--- src/rtl/immediate_former_pipelined_pkg.sv ---
// Shared types for the immediate former: mode encodings and the RISC-V
// immediate extraction helpers (32-bit, callers widen to XLEN).
package JZJCoreFTypes;

   typedef enum logic [3:0] {
      LUI    = 4'h0,
      AUIPC  = 4'h1,
      JAL    = 4'h2,
      BRANCH = 4'h3,
      JALR   = 4'h4,
      LINK   = 4'h5
   } ImmediateFormerMode_t;

   localparam logic [3:0] LAST_DEFINED_MODE = 4'h5;

   function automatic logic [31:0] immU(input logic [31:0] ins);
      return {ins[31:12], 12'b0};
   endfunction

   function automatic logic [31:0] immJ(input logic [31:0] ins);
      return {{11{ins[31]}}, ins[31], ins[19:12], ins[20], ins[30:21], 1'b0};
   endfunction

   function automatic logic [31:0] immB(input logic [31:0] ins);
      return {{19{ins[31]}}, ins[31], ins[7], ins[30:25], ins[11:8], 1'b0};
   endfunction

   function automatic logic [31:0] immI(input logic [31:0] ins);
      return {{20{ins[31]}}, ins[31:20]};
   endfunction

   function automatic logic isDefinedMode(input logic [3:0] m);
      return m <= LAST_DEFINED_MODE;
   endfunction

   function automatic logic isControlFlow(input logic [3:0] m);
      return (m == JAL) || (m == BRANCH) || (m == JALR);
   endfunction

endpackage

--- src/rtl/immediate_former_pipelined_handshake_pipe_stage.sv ---
// One valid/ready register slice. Ready looks through to the downstream
// ready (no skid buffer), so a full slice can drain and refill in one cycle.
module handshake_pipe_stage #(
   parameter int W = 8
) (
   input  logic         clock,
   input  logic         reset,
   input  logic         srcValid,
   output logic         srcReady,
   input  logic [W-1:0] srcData,
   output logic         dstValid,
   input  logic         dstReady,
   output logic [W-1:0] dstData
);

   assign srcReady = !dstValid || dstReady;

   always_ff @(posedge clock) begin
      if (reset) begin
         dstValid <= 1'b0;
         dstData  <= '0;
      end else if (srcReady) begin
         dstValid <= srcValid;
         if (srcValid) dstData <= srcData;
      end
   end

endmodule

--- src/rtl/immediate_former_pipelined.sv ---
// Forms LUI/AUIPC/JAL/BRANCH/JALR/LINK values behind a valid/ready pipe of
// STAGES slices; with two stages the operand select and the add are split.
import JZJCoreFTypes::*;

module immediate_former_pipelined #(
   parameter int XLEN   = 32,
   parameter int STAGES = 1,
   parameter int TAG_W  = 5
) (
   input  logic             clock,
   input  logic             reset,
   input  logic             in_valid,
   output logic             in_ready,
   input  logic [3:0]       mode,
   input  logic [31:0]      instruction,
   input  logic [XLEN-1:0]  pc_of_instr,
   input  logic [XLEN-1:0]  rs1_value,
   input  logic [TAG_W-1:0] in_tag,
   output logic             out_valid,
   input  logic             out_ready,
   output logic [XLEN-1:0]  result,
   output logic             misaligned,
   output logic             illegal_mode,
   output logic [TAG_W-1:0] out_tag
);

   localparam int FIN_W = XLEN + 2 + TAG_W;
   localparam int SEL_W = 2 * XLEN + 4 + TAG_W;

   function automatic logic [XLEN-1:0] sext32(input logic [31:0] v);
      logic [XLEN-1:0] r;
      r       = {XLEN{v[31]}};
      r[31:0] = v;
      return r;
   endfunction

   logic [XLEN-1:0]  selImm;
   logic [XLEN-1:0]  selBase;
   logic [XLEN-1:0]  finImm;
   logic [XLEN-1:0]  finBase;
   logic [3:0]       finMode;
   logic [TAG_W-1:0] finTag;
   logic [XLEN-1:0]  finResult;
   logic             finMis;
   logic             finIll;
   logic [FIN_W-1:0] outPayload;
   logic             unusedOpcode;

   // The opcode field is implied by mode and never decoded here.
   assign unusedOpcode = ^instruction[6:0];

   // Undefined modes select zero base and zero immediate, so the sum is 0.
   always_comb begin
      selImm  = '0;
      selBase = '0;
      case (ImmediateFormerMode_t'(mode))
         LUI:     selImm = sext32(immU(instruction));
         AUIPC: begin
            selBase = pc_of_instr;
            selImm  = sext32(immU(instruction));
         end
         JAL: begin
            selBase = pc_of_instr;
            selImm  = sext32(immJ(instruction));
         end
         BRANCH: begin
            selBase = pc_of_instr;
            selImm  = sext32(immB(instruction));
         end
         JALR: begin
            selBase = rs1_value;
            selImm  = sext32(immI(instruction));
         end
         LINK: begin
            selBase = pc_of_instr;
            selImm  = XLEN'(4);
         end
         default: ;
      endcase
   end

   always_comb begin
      finResult = finBase + finImm;
      if (finMode == JALR) finResult[0] = 1'b0;
      finIll = !isDefinedMode(finMode);
      finMis = isControlFlow(finMode) && (finResult[1:0] != 2'b00);
   end

   generate
      if (STAGES == 1) begin : gOneStage
         assign finBase = selBase;
         assign finImm  = selImm;
         assign finMode = mode;
         assign finTag  = in_tag;

         handshake_pipe_stage #(.W(FIN_W)) uStage0 (
            .clock    (clock),
            .reset    (reset),
            .srcValid (in_valid),
            .srcReady (in_ready),
            .srcData  ({finResult, finMis, finIll, finTag}),
            .dstValid (out_valid),
            .dstReady (out_ready),
            .dstData  (outPayload)
         );
      end else if (STAGES == 2) begin : gTwoStage
         logic             midValid;
         logic             midReady;
         logic [SEL_W-1:0] midPayload;

         handshake_pipe_stage #(.W(SEL_W)) uStage0 (
            .clock    (clock),
            .reset    (reset),
            .srcValid (in_valid),
            .srcReady (in_ready),
            .srcData  ({selImm, selBase, mode, in_tag}),
            .dstValid (midValid),
            .dstReady (midReady),
            .dstData  (midPayload)
         );

         assign {finImm, finBase, finMode, finTag} = midPayload;

         handshake_pipe_stage #(.W(FIN_W)) uStage1 (
            .clock    (clock),
            .reset    (reset),
            .srcValid (midValid),
            .srcReady (midReady),
            .srcData  ({finResult, finMis, finIll, finTag}),
            .dstValid (out_valid),
            .dstReady (out_ready),
            .dstData  (outPayload)
         );
      end else begin : gBadStages
         $error("immediate_former_pipelined: STAGES must be 1 or 2");
         assign finBase    = '0;
         assign finImm     = '0;
         assign finMode    = '0;
         assign finTag     = '0;
         assign in_ready   = 1'b0;
         assign out_valid  = 1'b0;
         assign outPayload = '0;
      end
   endgenerate

   assign {result, misaligned, illegal_mode, out_tag} = outPayload;

endmodule

--- config.mk ---
export PLATFORM = sky130hd
export DESIGN_NAME = immediate_former_pipelined
export DESIGN_NICKNAME = d
export VERILOG_FILES = /design/src/rtl/immediate_former_pipelined_pkg.sv /design/src/rtl/immediate_former_pipelined_handshake_pipe_stage.sv /design/src/rtl/immediate_former_pipelined.sv
export SDC_FILE = /design/constraint.sdc
export NUM_CORES = 1
export LEC_CHECK = 0
export BUFFER_PORTS_ARGS = -buffer_cell sky130_fd_sc_hd__buf_2
export CORE_MARGIN = 8
export CORE_UTILIZATION = 35
export CTS_CLUSTER_SIZE = 24
export DETAILED_ROUTE_END_ITERATION = 12
export PLACE_DENSITY = 0.71
export SLEW_MARGIN = 20
export SYNTH_ARGS = -nofsm -noshare
export SYNTH_HDL_FRONTEND = slang
export SYNTH_SLANG_ARGS = --single-unit
--- constraint.sdc ---
create_clock -name clock -period 9.39 [get_ports clock]
set_input_delay 1.4085 -clock clock [delete_from_list [all_inputs] [get_ports clock]]
set_output_delay 1.4085 -clock clock [all_outputs]
set_load 0.01 [all_outputs]
Word-level counts from Yosys, hierarchy flattened. Cells that the tools add are included.

Register bits: 40. Output and inout bits: 41. Logic and storage cells: 23.

$add $sub $neg: 1. $lt $le $gt $ge: 1. Equal/unequal tests: 5. Multiplexer cells: 3. Reductions and logical operators: 11.

Operator list (count): $pmux 32 s5 (1); $pmux 32 s2 (1); $add 32x32->32 (1); $eq 4x2->1 const B (2); $eq 4x3->1 const B (2); $eq 4x1->1 const B (1); $le 4x3->1 const B (1); $logic_not 4->1 (1); $reduce_or 4->1 (1); $logic_or 1x1->1 (3); $logic_not 1->1 (2); $reduce_and 2->1 (1); $reduce_bool 2->1 (1); $reduce_or 2->1 (1); $logic_and 1x1->1 (1); $mux 1 (1).

Logic depth before layout (Yosys ltp).
Depth in word-level cells: 7. Gate-level depth with buffers: 16.

Modules after synthesis. Synthesis repeated with hierarchy kept, for this count alone.

Cells, all modules: 510. Area, all modules: 4239.1 µm².

By module, submodules not included: immediate_former_pipelined (times used 1, cells each 328, area each 2354.8 µm²); handshake_pipe_stage (times used 1, cells each 182, area each 1884.3 µm²).

Least setup slack after synthesis. Ideal clock, no wire load.

Kind: input -> register. Start point: in mode[1]. End point: reg gOneStage.uStage0.dstData[35]. Setup time: 0.123 ns. Data arrival time: 4.542 ns. Data required time: 9.267 ns. Setup slack: 4.725 ns. Stages: 13. Buffers on the path: 2. Cells stage by stage: clkbuf_1 > a211oi_1 > clkbuf_1 > a22o_1 > ha_1 > a211o_1 > a211o_1 > a222oi_1 > nand2_1 > a311oi_1 > a21oi_1 > xnor2_1 > o21ai_0.

Word-level cells in the longest chain between the ends: 4.

RTL lines: from (decl) (RTL line immediate_former_pipelined.sv:14) `input logic [3:0] mode,`; $eq 4x2->1, or another cell as far along (RTL line immediate_former_pipelined.sv:56) `case (ImmediateFormerMode_t'(mode))`; $reduce_or 4->1 (no source line) / $reduce_or 2->1 (equally long branches); $pmux 32 s2 / $pmux 32 s5 (equally long branches) (RTL line immediate_former_pipelined.sv:56); $add 32x32->32 * (RTL line immediate_former_pipelined.sv:83) `finResult = finBase + finImm;`; to (signal assigned) (RTL line immediate_former_pipelined_handshake_pipe_stage.sv:24) `if (srcValid) dstData <= srcData;`; to (decl) (RTL line immediate_former_pipelined_handshake_pipe_stage.sv:13) `output logic [W-1:0] dstData`.

Every way passes the cells marked *; elsewhere a longest branch is shown, timed or not. A chain may end at the register's enable or synchronous reset.

Worst setup path in the final report.
Start point: in mode[1]. End point: reg gOneStage.uStage0.dstData[36].

The elaborated chain is that of the path after synthesis.

==> results_dict.tcl <==
set metrics [dict create \
    area_delta_synth_final_pct 25.0 \
    vias_per_cell 5.56 \
    h-tree-depth 2 \
    rows 37 \
    crit_start "mode[1]" \
    synth_warnings 0 \
    antenna_found_initial 0 \
    vias 4200 \
    drive_gt1_share_pct 26.3 \
    ys_seq_area_share_pct 21.4 \
    power.leakage_nw 2.46 \
    die_h_um 119 \
    hold_start "gOneStage.uStage0.dstData[23]" \
    r2r-start "gOneStage.uStage0.dstValid" \
    hold_path_class "reg -> reg" \
    synthTopCellsByCount "nand2_1 (75), a21oi_1 (56), a21o_1 (44), dfxtp_1 (40)" \
    cp_max_fo 28 \
    core-area_um2 10400 \
    final.period_utilization_pct 55.5 \
    syn_avg_cell_area_um2 7.56 \
    max_freq_ghz 0.192 \
    slew_headroom_pct 35.0 \
    syn_area_um2 3740 \
    postLayoutSetupSlackWorst_ps 4180 \
    synth.top_cells.by_area "dfxtp_1 (21%), ha_1 (10%), a21o_1 (8.8%)" \
    dpl.hpwl_um 10300 \
    post-synth-top-count-cell "nand2_1" \
    cp-start-kind "input port" \
    num_io_pins 150 \
    synth_cells 495 \
    grt.overflow.total 0 \
    ant_nets 0 \
    seqPwrFrac_pct 36.9 \
    maxCapViolCount 0 \
    cts_made_buffers 5 \
    power_density_nw_per_um2 108 \
    die_w_um 119 \
    tightest_slew_ps 967 \
    ys_types 51 \
    gr-usage-all-layers_pct 17.2 \
    rsz0062_at_grt "no" \
    postCtsSetupBuffers 0 \
    grt_max_degree 43 \
    power.total_uw 504 \
    endpoint_kind "flop" \
    cts_resized 0 \
    pwr-share-comb_pct 33.6 \
    clk_latency_ps 300 \
    p_sw_uw 171 \
    die_area_um2 14300 \
    p_clk_share_pct 29.5 \
    finalHoldViolations 0 \
    cts_tree "built" \
    clockBufferDepth 2 \
    p_sw_share_pct 33.9 \
    fin_skew_ps 5.73 \
    grt_pass1_vias 4195 \
    synth_edf_count 0 \
    cp_data_arrival_time_ps 5400 \
    power.internal_uw 333 \
    period_minus_slack_ps 5210 \
    synth_top_area_share_pct 21.4 \
    drv_slew 0 \
    max-vdd-ir-drop_v 0.0000838 \
    start_util_pct 36.1 \
    synthArstFlopShare_pct 0 \
    route.detailed.drc 0 \
    ctsHoldBuffers 0 \
    diodes 0 \
    synth_largest_area_cell "dfxtp_1" \
    synth_flop_cell "dfxtp_1" \
    wl_um 12900 \
    place_congestion 0.880 \
    wl_per_cell_um 17.1 \
    path_class "in -> reg" \
    finalNetCount 759 \
    fin_util_pct 45.1 \
    drt_iter0_markers 287 \
    clock-sinks 40 \
    setup_viol_count_final 0 \
    io_buffer_count 142 \
    synth_fp_nets 636 \
    ys_ff_latch 40 \
    tns_ps 0 \
    grt_pass1_wl_um 20300 \
    status "finished, final reports clean" \
    first_pass_iters 6 \
    required_ps 9580 \
    post-place-ws_ps 3930 \
    clk_pin_slew_worst_paths_ps 90 \
    root_buffer "clkbuf_8" \
]
per-layer routing:
metal  part of all wire, %  global-route usage (%)  vias up
li1                      -                       -     2080
met1                    45                    21.2     1915
met2                    45                    29.2      184
met3                   7.4                    3.59       21
met4                   2.1                    6.09        0
met5                     0                       0        -
worst paths after layout:
path | endpoint | slack (ps) | depth (start not counted)
hold reg to reg | gOneStage.uStage0.dstData[23] | 450 | 2
setup reg to reg | gOneStage.uStage0.dstData[38] | 7890 | 6
hold / removal | gOneStage.uStage0.dstData[23] | 450 | 2
setup / recovery | gOneStage.uStage0.dstData[36] | 4180 | 15
registers in the layout (all words and copies together), names as in the netlist:
register and flops:
gOneStage.uStage0.dstData 39, gOneStage.uStage0.dstValid 1
through the flow:
step                instances  hold slack, ps  instance area (um2)
floorplan                 495             476                 3740
detailed placement        747             445                 4560
global route              755             475                 4680
global placement          747             439                 4560
CTS                       755             457                 4670
finish                    755             451                 4680
layout make-up:
cell class	count	area, um2
Fill cell	1103	5690
Multi-Input combinational cell	420	2830
Sequential cell	40	801
Timing Repair Buffer	146	741
Tap cell	136	170
Clock buffer	5	68.8
Clock inverter	3	47.5
Inverter	5	18.8
cells in the final DEF (no fill, tap or decap), drive strengths merged, types with 6 or more instances in the layout:
| cell type | n |
|---|---|
| a211oi | 11 |
| a21o | 44 |
| a21oi | 56 |
| a22o | 31 |
| and2 | 10 |
| buf | 146 |
| dfxtp | 40 |
| ha | 31 |
| nand2 | 75 |
| nand3 | 8 |
| nand4 | 6 |
| nor2 | 28 |
| nor3 | 6 |
| o21ai | 21 |
| xnor2 | 17 |
| xor2 | 8 |
power by group through the flow:
stage / logic [mW] / registers (mW) / clock network (mW)
final: 0.170 / 0.186 / 0.149
after global routing: 0.186 / 0.187 / 0.157
after CTS: 0.169 / 0.186 / 0.151
after detailed placement: 0.168 / 0.190 / 0
after global placement: 0.166 / 0.189 / 0
after floorplan: 0.100 / 0.195 / 0
worst max-delay path: stages:
cell and delay, ps:
buf_2 180, nor2_1 240, nand2_1 160, nor2_2 230
buf_4 360, a22o_1 230, ha_1 300, a21oi_1 220
o21a_1 170, or4b_2 580, o21ai_0 510, o211ai_1 280
a31oi_1 240, xor2_1 160, o21ai_0 100
cells by family (layout without fill, tap and decap cells):
| family | Yosys count | after routing | share of synthesized area [%] |
|---|---|---|---|
| AOI/OAI and AO/OA | 198 | 198 | 36.8 |
| buffers and inverters | 35 | 159 | 3.51 |
| muxes | 4 | 4 | 1.07 |
| DFF | 40 | 40 | 21.4 |
| and+or+nand+nor | 161 | 161 | 20.5 |
| adders and majority gates | 32 | 32 | 10.9 |
| xor gates and xnor gates | 25 | 25 | 5.85 |
(Power assumes the default switching activity.)
